File: src/rtl/vid_timing_rx.sv
// vid_timing_rx: video timing receiver, measures line/frame timing, locks on stable timing, re-emits active pixels
module vid_timing_rx #(
  parameter int CNT_W       = 12,
  parameter bit HS_ACT      = 1'b1,
  parameter bit VS_ACT      = 1'b1,
  parameter int LOCK_FRAMES = 2
) (
  input  logic             vgaclk,
  input  logic             reset_n,
  input  logic             vid_de,
  input  logic             vid_hs,
  input  logic             vid_vs,
  input  logic [7:0]       vid_r,
  input  logic [7:0]       vid_g,
  input  logic [7:0]       vid_b,
  output logic [23:0]      o_rgb,
  output logic             o_valid,
  output logic             o_sof,
  output logic             o_eol,
  output logic             locked,
  output logic             unlock_err,
  output logic [CNT_W-1:0] meas_h_total,
  output logic [CNT_W-1:0] meas_h_active,
  output logic [CNT_W-1:0] meas_v_total,
  output logic [CNT_W-1:0] meas_v_active
);
  typedef enum logic [1:0] {SEARCH, CHECK, LOCKED} state_t;
  localparam int F_W = 4 * CNT_W;

  function automatic logic [CNT_W-1:0] sat_inc(input logic [CNT_W-1:0] x);
    return (x == '1) ? x : x + 1'b1;
  endfunction

  logic de1, hs1, vs1, hs_p, vs_p, de2, sof2, arm;
  logic [23:0] rgb1, rgb2;
  logic [CNT_W-1:0] h_cnt, cur_h_total, de_cnt, first_len, v_cnt, v_act_cnt, f_h, f_v;
  logic first_seen, frame_bad;
  logic [F_W-1:0] frame, prev_f;
  logic [3:0] match_cnt;
  state_t state;
  logic hs_rise, vs_rise, de_fall, match, timeout;

  assign hs_rise = hs1 & ~hs_p;
  assign vs_rise = vs1 & ~vs_p;
  assign de_fall = de2 & ~de1;
  // an HS edge coinciding with VS still belongs to the ending frame
  assign f_h     = hs_rise ? sat_inc(h_cnt) : cur_h_total;
  assign f_v     = hs_rise ? sat_inc(v_cnt) : v_cnt;
  assign frame   = {f_h, first_len, f_v, v_act_cnt};
  assign match   = (frame == prev_f) && !frame_bad;
  assign timeout = (v_cnt == '1);

  always_ff @(posedge vgaclk)
    if (!reset_n) begin
      {de1, hs1, vs1, hs_p, vs_p, de2, sof2, arm, rgb1, rgb2} <= '0;
      {o_rgb, o_valid, o_sof, o_eol} <= '0;
    end else begin
      de1     <= vid_de;
      hs1     <= vid_hs == HS_ACT;
      vs1     <= vid_vs == VS_ACT;
      rgb1    <= {vid_r, vid_g, vid_b};
      hs_p    <= hs1;
      vs_p    <= vs1;
      de2     <= de1;
      rgb2    <= rgb1;
      sof2    <= de1 & arm;
      arm     <= vs_rise | (arm & ~de1);
      o_rgb   <= rgb2;
      o_valid <= de2;
      o_eol   <= de_fall;
      o_sof   <= sof2;
    end

  always_ff @(posedge vgaclk)
    if (!reset_n) begin
      {h_cnt, cur_h_total, de_cnt, first_len, v_cnt, v_act_cnt} <= '0;
      {first_seen, frame_bad} <= '0;
    end else begin
      h_cnt  <= hs_rise ? '0 : sat_inc(h_cnt);
      de_cnt <= de1 ? sat_inc(de_cnt) : '0;
      if (hs_rise) cur_h_total <= sat_inc(h_cnt);
      v_cnt <= vs_rise ? '0 : hs_rise ? sat_inc(v_cnt) : v_cnt;
      if (vs_rise) begin
        v_act_cnt  <= '0;
        frame_bad  <= 1'b0;
        first_seen <= 1'b0;
      end else if (de_fall) begin
        v_act_cnt  <= sat_inc(v_act_cnt);
        first_seen <= 1'b1;
        if (first_seen) frame_bad <= frame_bad | (de_cnt != first_len);
        else first_len <= de_cnt;
      end
    end

  always_ff @(posedge vgaclk)
    if (!reset_n) begin
      state      <= SEARCH;
      match_cnt  <= '0;
      prev_f     <= '0;
      locked     <= 1'b0;
      unlock_err <= 1'b0;
      {meas_h_total, meas_h_active, meas_v_total, meas_v_active} <= '0;
    end else begin
      unlock_err <= 1'b0;
      if (vs_rise) begin
        prev_f <= frame;
        if (state == SEARCH || !match) begin
          state      <= CHECK;
          match_cnt  <= '0;
          locked     <= 1'b0;
          unlock_err <= state == LOCKED;
        end else if (state == LOCKED || 5'(match_cnt) + 5'd2 >= 5'(LOCK_FRAMES)) begin
          state  <= LOCKED;
          locked <= 1'b1;
          {meas_h_total, meas_h_active, meas_v_total, meas_v_active} <= frame;
        end else
          match_cnt <= match_cnt + 1'b1;
      end else if (timeout && state != SEARCH) begin
        state      <= SEARCH;
        locked     <= 1'b0;
        unlock_err <= state == LOCKED;
      end
    end
endmodule

File: config.mk
export PLATFORM = sky130hd
export DESIGN_NAME = vid_timing_rx
export DESIGN_NICKNAME = d
export VERILOG_FILES = /design/src/rtl/vid_timing_rx.sv
export SDC_FILE = /design/constraint.sdc
export NUM_CORES = 1
export LEC_CHECK = 0
export CAP_MARGIN = 20
export CORE_UTILIZATION = 33
export DETAILED_ROUTE_END_ITERATION = 8
export GPL_ROUTABILITY_DRIVEN = 1
export GPL_TIMING_DRIVEN = 0
export PLACE_DENSITY_LB_ADDON = 0.3
export SYNTH_ARGS = -nofsm -noshare
export SYNTH_HDL_FRONTEND = slang
export SYNTH_SLANG_ARGS = --single-unit
File: constraint.sdc
create_clock -name vgaclk -period 10.05 [get_ports vgaclk]
set_clock_uncertainty 0.15 [all_clocks]
set_input_delay 2.01 -clock vgaclk [delete_from_list [all_inputs] [get_ports vgaclk]]
set_output_delay 2.01 -clock vgaclk [all_outputs]
set_load 0.02 [all_outputs]
== Word level (Yosys, flattened, before mapping) ==
Index checks and enable logic that the tools add are counted.
W data, S select, Z words.
Word-level totals
  bits in registers: 261
  input port bits: 29
  output and inout bits: 77
Cells by class
  add/sub/neg operators: 6
  magnitude comparators: 1
  eq/ne operators: 9
  multiplexer cells: 17
  bitwise logic cells: 15
  reductions and logical operators: 18
Operators by type and width (number)
  $add A12 B1 Y12 const B: 4
  $eq A12 B12 Y1 const B: 4
  $eq A48 B48 Y1: 1
  $mux W12: 4
  $ne A12 B12 Y1: 1
  $reduce_and A2 Y1: 5
  $mux W2: 4
  $mux W4: 2
  $not A1 Y1: 8
  $mux W1: 7
  $reduce_and A3 Y1: 2
  $add A4 B2 Y5 const B: 1
  $and A1 B1 Y1: 5
  $ge A5 B2 Y1 const B: 1
  $add A4 B1 Y4 const B: 1
  $reduce_bool A2 Y1: 2
  $reduce_or A2 Y1: 2
  $ne A3 B1 Y1 const B: 1
  $eq A2 B2 Y1 const B: 1
  $logic_and A1 B1 Y1: 2
  $logic_not A1 Y1: 2
  $logic_not A2 Y1: 1
  $logic_or A1 B1 Y1: 2
  $ne A2 B2 Y1 const B: 1
  $or A1 B1 Y1: 2

== Longest topological paths before layout ==
Gate-level depths: netlist of run 1.
  word-level depth: 9
  mapped depth: 13

== Worst setup path after synthesis of run 1 ==
No wires, ideal clock.
  path kind: flip-flop to flip-flop
  from: register h_cnt[0]
  to: register meas_v_total[10]
  data arrival time: 3211 ps
  data required time: 9830 ps
  slack: 6618 ps
  cell stages (with the launch flop): 14
  buffers on the path: 4
  period minus slack after synthesis: 3432 ps
  cells stage by stage: dfxtp_1 ha_1 buf_2 and3_1 buf_4 o22ai_1 or4b_1 a2111oi_2 nand4_1 or4_1 buf_2 buf_6 or3_1 a21oi_1
On the way
  cells in the longest elaborated chain, start to end: 9
  elaborated cells on any way between the ends: 10
  classes of those cells: add/sub (1); eq/ne (2); mux (2); bitwise (1); reduce/logical (4)
Ends and longest elaborated chain
  from (decl): line 36  | logic [CNT_W-1:0] h_cnt, cur_h_total, de_cnt, first_len, v_cnt, v_act_cnt, f_h, f_v;
  from (signal assigned): line 79  | h_cnt <= hs_rise ? '0 : sat_inc(h_cnt);
  $add A12 B1 Y12 or $eq A12 B12 Y1 (tied branches): line 31  | return (x == '1) ? x : x + 1'b1;
  $mux W12 *: line 31
  $mux W12 *
  $eq A48 B48 Y1 *: line 50  | assign match = (frame == prev_f) && !frame_bad;
  $logic_and A1 B1 Y1 *: line 50
  $logic_not A1 Y1 *: line 107  | if (state == SEARCH || !match) begin
  $logic_or A1 B1 Y1 *: line 107
  $not A1 Y1 (no line) *
  $reduce_and A3 Y1 (no line) *
  to (signal assigned): line 115  | {meas_h_total, meas_h_active, meas_v_total, meas_v_active} <= frame;
  to (decl): line 24  | output logic [CNT_W-1:0] meas_v_total,
Mark *: on every way between the ends. The rest lies on a longest branch, timed or not.
A chain may end at the register's enable or synchronous reset.

== Final worst setup path of run 1 ==
  from: register hs1
  to: register meas_h_total[7]
On the way
  cells in the longest elaborated chain, start to end: 8
  elaborated cells on any way between the ends: 9
  classes of those cells: eq/ne (1); mux (2); bitwise (2); reduce/logical (4)
Ends and longest elaborated chain
  from (decl): line 34  | logic de1, hs1, vs1, hs_p, vs_p, de2, sof2, arm;
  from (signal assigned): line 55  | {de1, hs1, vs1, hs_p, vs_p, de2, sof2, arm, rgb1, rgb2} <= '0;
  from (signal assigned): line 59  | hs1 <= vid_hs == HS_ACT;
  $and A1 B1 Y1 *: line 43  | assign hs_rise = hs1 & ~hs_p;
  $mux W12
  $eq A48 B48 Y1: line 50
  $logic_and A1 B1 Y1: line 50
  $logic_not A1 Y1: line 107
  $logic_or A1 B1 Y1: line 107
  $not A1 Y1 (no line)
  $reduce_and A3 Y1 (no line)
  to (signal assigned): line 115
  to (decl): line 22  | output logic [CNT_W-1:0] meas_h_total,
Marked as above.

==> results_dict.tcl, run 1 <==
set metrics [dict create \
    viasPerCell 5.07 \
    cts.hold.buffers_added 0 \
    yosysTopAreaCell "dfxtp_1" \
    synthesis.nets 1243 \
    p_leak_nw 4.89 \
    area_growth_pct 23.5 \
    worst_setup_path_end_kind "flop" \
    synth_commonest_cells "dfxtp_1 (260), nand2_1 (136), a21oi_1 (107)" \
    dieArea_um2 32800 \
    drt-wirelength-per-cell_um 16.6 \
    yosys-top-cells-area "dfxtp_1 (49%), and2_1 (5.2%), a21oi_1 (5.1%), nand2_1 (4.8%), xor2_1 (4.6%)" \
    clk_pin_slew_worst_paths_ns 0.06 \
    worst_slack_ns 5.61 \
    max_freq_mhz 225 \
    maxSlewViolCount 0 \
    crit_start "hs1" \
    postCtsSetupBuffers 0 \
    h-tree-depth 1 \
    cts_tree "done" \
    fin_nets 1378 \
    first_pass_iters 5 \
    insertedDiodeCount 0 \
    boundaryPins 106 \
    ant_nets 0 \
    layout-drive-gt1-share 0.0528 \
    hold_class "flop to flop" \
    synth_edf_count 0 \
    ys_ff_latch 260 \
    powerDensity_nw_per_um2 171 \
    port_buffers 105 \
    hold_start "rgb2[20]" \
    path_class "flop to flop" \
    grt_pass1_wl_um 46100 \
    gp_congestion 0.876 \
    cts.sinks 260 \
    startpoint_type "flop" \
    ys_seq_area_frac 0.492 \
    drcViolationCount 0 \
    post-dp-hpwl_um 21500 \
    synth_most_common_cell "dfxtp_1" \
    track_usage 0.175 \
    grt-ovfl-total 0 \
    fin_setup_tns_ns 0 \
    fin_cells 1766 \
    initial_core_util 0.335 \
    die_x_um 181 \
    status "completed" \
    grt_max_degree 15 \
    synth_top_area_share 0.492 \
    clock_path_buffers 3 \
    final_util 0.414 \
    dp_cells 1714 \
    vias 8957 \
    setup_viol_count_final 0 \
    grt_pass1_vias 8278 \
    cp_data_required_time_ns 10.33 \
    ys.flop_type "dfxtp_1" \
    clkLatencyLatePin_ns 0.54 \
    rows 65 \
    numCtsBuffers 28 \
    fin_crit_sh 0.442 \
    ys_warn_count 0 \
    crit_fanout 10 \
    root_buffer "clkbuf_16" \
    netlist_area_um2 10600 \
    drt-total-wl_um 29300 \
    regToRegEndpoint "meas_h_total[7]" \
    r2r_slack_ns 5.61 \
    worstPathArrival_ns 4.72 \
    syn_area_per_cell_um2 8.77 \
    r2r_start "hs1" \
    r2r_cells 12 \
    tightest_slew_ns 1.03 \
    die_y_um 181 \
    irDropWorstVdd_uv 155 \
    drt_iter0_drc 774 \
    pre_cts_ws_ns 5.67 \
    min_period_ns 4.44 \
    post_cts_resized 0 \
    crit_path_end "meas_h_total[7]" \
    coreArea_um2 31600 \
    finalHoldViolCount 0 \
    rsz0062_at_grt "no" \
    slew-limit-headroom 0.309 \
    antenna_found_initial 0 \
    synthDistinctLibCells 69 \
    synthCells 1207 \
    synthArstFlopShare 0 \
    maxCapViolCount 0 \
]
layout make-up:
| type | count | area, um2 |
|---|---|---|
| clock inverter | 8 | 85.1 |
| fill | 3123 | 18500 |
| sequential | 260 | 5200 |
| tap | 402 | 503 |
| clock buffer | 44 | 851 |
| timing repair buffer | 105 | 1050 |
| inverter | 22 | 82.6 |
| buffer | 87 | 357 |
| multi-input combinational | 838 | 4940 |
how the worst min path moves through the flow:
stage                 to  slack (ns)  depth (start not counted)
3_5_place_dp   o_rgb[11]        0.27                          1
4_1_cts        o_rgb[13]        0.28                          1
6_report       o_rgb[20]        0.28                          1
3_3_place_gp     rgb2[9]        0.26                          1
2_1_floorplan   o_rgb[0]        0.26                          1
5_1_grt        o_rgb[14]        0.29                          1
through the flow:
| step | hold slack [ns] | instance area (um2) | total power [mW] |
|---|---|---|---|
| finish | 0.279 | 13100 | 2.23 |
| global route | 0.288 | 13100 | 2.31 |
| CTS | 0.279 | 13100 | 2.25 |
| detailed placement | 0.267 | 12100 | 1.22 |
| global placement | 0.264 | 12100 | 1.22 |
| floorplan | 0.262 | 10600 | 1.17 |
state kept, by name, indices dropped and copies added, names as in the netlist, 4 cells and up:
register	count
de_cnt	12
o_rgb	24
v_cnt	12
meas_h_active	12
meas_v_total	12
prev_f	48
rgb1	24
rgb2	24
meas_h_total	12
meas_v_active	12
match_cnt	4
v_act_cnt	12
h_cnt	12
cur_h_total	12
first_len	12
where the power goes:
group,total [mW],internal (mW),leakage [nW],switching (mW)
clock network,1.03,0.607,0.455,0.425
registers,1.06,1.05,2.11,0.0106
logic,0.140,0.0482,2.32,0.0922
total,2.23,1.71,4.89,0.528
kinds of logic after synthesis:
family,Yosys count,synth area share
AOI/OAI and AO/OA,234,0.133
DFF,260,0.492
adders and majority gates,7,0.00827
muxes,21,0.0202
buffers and inverters,109,0.0415
and+or+nand+nor,501,0.244
xor gates and xnor gates,75,0.0620
critical path: stages, from the launching register on:
cell,delay [ns]
dfxtp_1,0.32
buf_2,0.24
and2b_1,0.29
buf_2,0.28
buf_1,0.48
o21ai_0,0.17
o22ai_1,0.42
xnor2_1,0.20
nand4_1,0.19
nor4_1,0.75
nand2_1,0.21
buf_2,0.27
mux2_1,0.33
routing by layer:
| metal | share of wire | wire (um) | global-route usage |
|---|---|---|---|
| met5 | 0 | 0 | 0 |
| met4 | 0.019 | 568 | 0.0410 |
| met3 | 0.048 | 1390 | 0.0242 |
| met2 | 0.47 | 13700 | 0.296 |
| met1 | 0.46 | 13600 | 0.235 |
cell usage in the layout (no fill, tap or decap), types with 21 or more instances in the layout:
master           instances
clkdlybuf4s50_1        105
o21ai_0                 49
nand4_1                 25
nand3_1                 53
nand2_1                136
clkbuf_1                75
xor2_1                  55
dfxtp_1                260
and2_1                  88
clkbuf_16               28
nor2_1                  91
inv_1                   21
a21oi_1                107
Note: power is estimated with default switching activity, not from simulation.
==> inputs of run 2 (changes only) <==
Clock period 10.05 ns to 4.08 ns, I/O delays scaled along.
==> run 2 against run 1 <==
- design area grew 0.77%
- fmax grew 13%
- first-iteration DRC count shrank 4.0%
- critical path type unchanged
- critical endpoint is now match_cnt[0]
- largest power group unchanged
==> results_dict.tcl, run 2 (synthesized netlist as in run 1, its figures left out) <==
set metrics [dict create \
    vias 8933 \
    drt-total-wl_um 29300 \
    grt_pass1_wl_um 46200 \
    r2r_start "h_cnt[0]" \
    finalHoldViolCount 0 \
    clk_pin_slew_worst_paths_ns 0.06 \
    grt_max_degree 15 \
    switchingPower_mw 1.31 \
    fin_crit_sh 0.960 \
    seq_power_share 0.474 \
    drcViolationCount 0 \
    drt-wirelength-per-cell_um 16.6 \
    clock_path_buffers 3 \
    p_int_mw 4.21 \
    status "completed" \
    fin_setup_tns_ns 0 \
    ant_nets 0 \
    initial_core_util 0.335 \
    insertedDiodeCount 0 \
    drt_iter0_drc 743 \
    critPathBufInv 2 \
    power_mw 5.52 \
    hold_depth 1 \
    tightest_slew_ns 1.01 \
    clkPwrFrac 0.461 \
    powerDensity_nw_per_um2 419 \
    r2r_cells 11 \
    first_pass_iters 5 \
    numCtsBuffers 28 \
    antenna_found_initial 0 \
    final_common_cell "dfxtp_1" \
    path_class "flop to flop" \
    regToRegEndpoint "match_cnt[0]" \
    maxCapViolCount 0 \
    viasPerCell 5.05 \
    dieArea_um2 32800 \
    die_x_um 181 \
    largest_reg_flops 48 \
    gp_congestion 0.876 \
    grt_pass1_vias 8276 \
    holdWs_ns 0.279 \
    die_y_um 181 \
    worstPathArrival_ns 4.22 \
    rsz0062_at_grt "no" \
    r2r_slack_ns 0.16 \
    grt-ovfl-total 0 \
    max_freq_mhz 255 \
    irDropWorstVdd_uv 382 \
    startpoint_type "flop" \
    cp_data_required_time_ns 4.38 \
    post-dp-hpwl_um 21500 \
    crit_fanout 10 \
    setup_viol_count_final 0 \
    h-tree-depth 1 \
    hold_start "rgb2[20]" \
    slew-limit-headroom 0.320 \
    cp_cell_sequence "ha_1 -> buf_2 -> and3_1 -> buf_4 -> o22ai_1 -> or4b_1 -> a2111oi_4 -> nand4_1 -> nor3_1 -> nand2_1 -> o31ai_1" \
    clkLatencyLatePin_ns 0.54 \
    worst_setup_path_end_kind "flop" \
    holdPathEnd "o_rgb[20]" \
    cts_tree "done" \
    slowest_stage "nor3_1" \
    cts.sinks 260 \
    maxSlewViolCount 0 \
    coreArea_um2 31600 \
    cpPeakStageDelay_ns 0.86 \
    crit_family "simple AND/OR/NAND/NOR gates" \
    combPwrFrac 0.065 \
    largest_register "prev_f" \
    min_period_ns 3.92 \
    hold_class "flop to flop" \
    boundaryPins 106 \
    rows 65 \
    track_usage 0.175 \
    p_leak_nw 4.93 \
    layout_common_cells "dfxtp_1 (257), nand2_1 (136), a21oi_1 (107)" \
    root_buffer "clkbuf_16" \
    p_sw_frac 0.237 \
    port_buffers 105 \
    area_growth_pct 24.5 \
    fin_nets 1381 \
    layout-drive-gt1-share 0.0673 \
]
run 2: cell types whose count changed in the layout (fill, tap and decap cells not counted), sizes merged:
cell / before / now
buf: 19 / 23
clkbuf: 112 / 111
run 2: worst max-delay path by stage:
stage             start          endpoint  slack (ns)  depth (start not counted)
2_1_floorplan  h_cnt[0]  meas_v_total[10]        0.65                         13
3_3_place_gp        hs1   meas_h_total[6]       -0.31                         12
3_5_place_dp        hs1   meas_h_total[7]       -0.30                         12
4_1_cts        h_cnt[0]   meas_h_total[7]       -0.01                         12
5_1_grt        h_cnt[0]  meas_v_total[10]       0.004                         13
6_report       h_cnt[0]      match_cnt[0]        0.16                         11
run 2: stage by stage:
| stage | worst slack, ns | utilization | std cells | area [um2] |
|---|---|---|---|---|
| after global placement | -0.311 | 0.385 | 1714 | 12100 |
| after CTS | -0.0139 | 0.415 | 1766 | 13100 |
| after floorplan | 0.648 | - | 1207 | 10600 |
| after detailed placement | -0.304 | 0.385 | 1714 | 12100 |
| final | 0.162 | 0.418 | 1769 | 13200 |
| after global routing | 0.00403 | 0.418 | 1769 | 13200 |
run 2: per-layer routing:
metal / global-route usage / up-vias / share of wire
met5: 0 / - / 0
met4: 0.0410 / 0 / 0.018
met3: 0.0242 / 49 / 0.045
met2: 0.296 / 206 / 0.47
met1: 0.236 / 4232 / 0.47
li1: - / 4446 / -
run 2: area by class of cell:
type	count	area, um2
fillers	3111	18400
flip-flops and latches	260	5210
multi-input cells	838	5000
repair buffers	108	1070
clock buffers	44	851
well taps	402	503
plain buffers	87	369
clock inverters	8	85.1
inverters	22	82.6
run 2: worst reg2reg max path: cells and delay by family (launching register included):
family,cells,cell delay (ns)
fa+ha+maj,1,0.16
buf+inv,2,0.37
flops,1,0.40
simple gates,5,2.01
compound gates,3,0.75
run 2: power by group through the flow:
stage               Combinational [mW]  Sequential, mW  Clock (mW)
floorplan                        0.198            2.67           0
finish                           0.358            2.62        2.55
global route                     0.391            2.62        2.70
CTS                              0.347            2.61        2.58
global placement                 0.341            2.67           0
detailed placement               0.344            2.67           0
run 2: what timing repair did:
action	CTS	global route
hold buffers	0	0
pin swaps	0	3
setup endpoints to repair	43	54
gates resized for setup	4	27
gates cloned	0	0
setup buffers	0	3
==> inputs of run 3 (changes only) <==
Settings changed: CTS_CLUSTER_DIAMETER from default to 40, DONT_BUFFER_PORTS from default to 1.
==> run 3 against run 2 <==
- sequential share of layout area is 2.2 points higher
- fmax is 1.7% lower
- first-iteration DRC count is 16% lower
- hold slack worse by 0.014 ns
- worst setup slack worse by 0.066 ns
- wire length is 1.0% higher
- non-clock buffer count is 103 lower
- global-route usage is 0.37 points higher
- largest power group is now clock
==> results_dict.tcl, run 3 (synthesized netlist as in run 1, its figures left out) <==
set metrics [dict create \
    boundaryPins 106 \
    cts.sinks 260 \
    drt-total-wl_um 29600 \
    status "completed" \
    root_buffer "clkbuf_16" \
    worst_slack_ns 0.0967 \
    post-dp-hpwl_um 21400 \
    initial_core_util 0.335 \
    stdcell_area_um2 12500 \
    startpoint_type "flop" \
    vias 8736 \
    setup_viol_count_final 0 \
    cp_data_required_time_ns 4.37 \
    cts_tree "done" \
    seqCellArea_um2 5210 \
    slew-limit-headroom 0.416 \
    p_leak_nw 4.73 \
    drcViolationCount 0 \
    drt_iter0_drc 622 \
    largest_reg_flops 48 \
    viasPerCell 5.19 \
    holdWs_ns 0.265 \
    ant_nets 0 \
    h-tree-depth 2 \
    final_common_cell "dfxtp_1" \
    irDropWorstVdd_uv 267 \
    grt_pass1_vias 8289 \
    crit_fanout 10 \
    die_x_um 181 \
    cp_cell_sequence "ha_1 -> buf_2 -> and3_1 -> buf_4 -> o22ai_1 -> or4b_1 -> a2111oi_2 -> nand4_1 -> or4_1 -> buf_2 -> buf_6 -> or3_1 -> a21oi_1" \
    worstPathArrival_ns 4.28 \
    clkLatencyLatePin_ns 0.52 \
    fin_cells 1683 \
    maxSlewViolCount 0 \
    antenna_found_initial 0 \
    multiInputGateArea_um2 5000 \
    max_freq_mhz 251 \
    path_class "flop to flop" \
    worst_setup_path_end_kind "flop" \
    critPathBufInv 4 \
    dieArea_um2 32800 \
    rows 65 \
    grt_max_degree 14 \
    crit_family "simple AND/OR/NAND/NOR gates" \
    drt-wirelength-per-cell_um 17.6 \
    slowest_stage "or4_1" \
    maxCapViolCount 0 \
    layout_common_cells "dfxtp_1 (259), nand2_1 (136), a21oi_1 (107)" \
    hold_class "primary input to flop" \
    fin_setup_tns_ns 0 \
    pre_cts_ws_ns -0.239 \
    min_period_ns 3.98 \
    area_growth_pct 17.9 \
    insertedDiodeCount 0 \
    dp_cells 1609 \
    clk_pin_slew_worst_paths_ns 0.06 \
    tightest_slew_ns 0.877 \
    worst_path_most_repeated_cell "buf_2" \
    fin_crit_sh 0.976 \
    port_buffers 0 \
    grt-ovfl-total 0 \
    numCtsBuffers 38 \
    final_util 0.396 \
    first_pass_iters 5 \
    power_mw 6.19 \
    coreArea_um2 31600 \
    dpl_cell_area_um2 11100 \
    layout-drive-gt1-share 0.0882 \
    track_usage 0.179 \
    num-fill-cells 3181 \
    grt_pass1_wl_um 46700 \
    cpPeakStageDelay_ns 0.55 \
    die_y_um 181 \
    powerDensity_nw_per_um2 496 \
    gp_congestion 0.894 \
    clock_path_buffers 3 \
    largest_register "prev_f" \
    finalHoldViolCount 0 \
    cts.hold.buffers_added 0 \
    fin_nets 1288 \
]
run 3: changes by cell type in the layout (fill, tap and decap cells not counted), sizes merged, moves of 2 or more:
cell           change
clkbuf             +3
inv                +4
bufinv             +2
clkdlybuf4s50    -105
clkinv             +8
run 3: cell type report:
cell class	instances	area share
flip-flops and latches	260	0.417
multi-input cells	838	0.401
repair buffers	5	0.00301
clock buffers	46	0.0827
inverters	22	0.00662
well taps	402	0.0403
clock inverters	23	0.0203
plain buffers	87	0.0293
run 3: path summary, 6_finish.rpt:
path | endpoint | start | slack, ns | depth (start not counted)
worst min-delay path | rgb1[17] | vid_r[1] | 0.26 | 1
worst max register to register | meas_v_total[9] | h_cnt[1] | 0.1 | 13
worst min register to register | rgb2[8] | rgb1[8] | 0.28 | 1
worst max-delay path | meas_v_total[9] | h_cnt[1] | 0.1 | 13
run 3: what timing repair did:
action                                  4_1_cts  5_1_grt
pin swaps                                     0        3
endpoints found under the setup margin       42       48
gates resized for setup                       3       21
cloned                                        0        0
setup buffers                                 0        5
run 3: routing by layer:
layer | up-vias | part of all wire | track usage
met3 | 60 | 0.053 | 0.0385
met5 | - | 0 | 0
li1 | 4275 | - | -
met1 | 4196 | 0.44 | 0.226
met2 | 205 | 0.48 | 0.302
met4 | 0 | 0.027 | 0.0597
run 3: where the power goes:
group,internal (mW),switching [mW]
Clock,2.02,1.23
Combinational,0.0931,0.220
Sequential,2.59,0.0375
Total,4.71,1.49
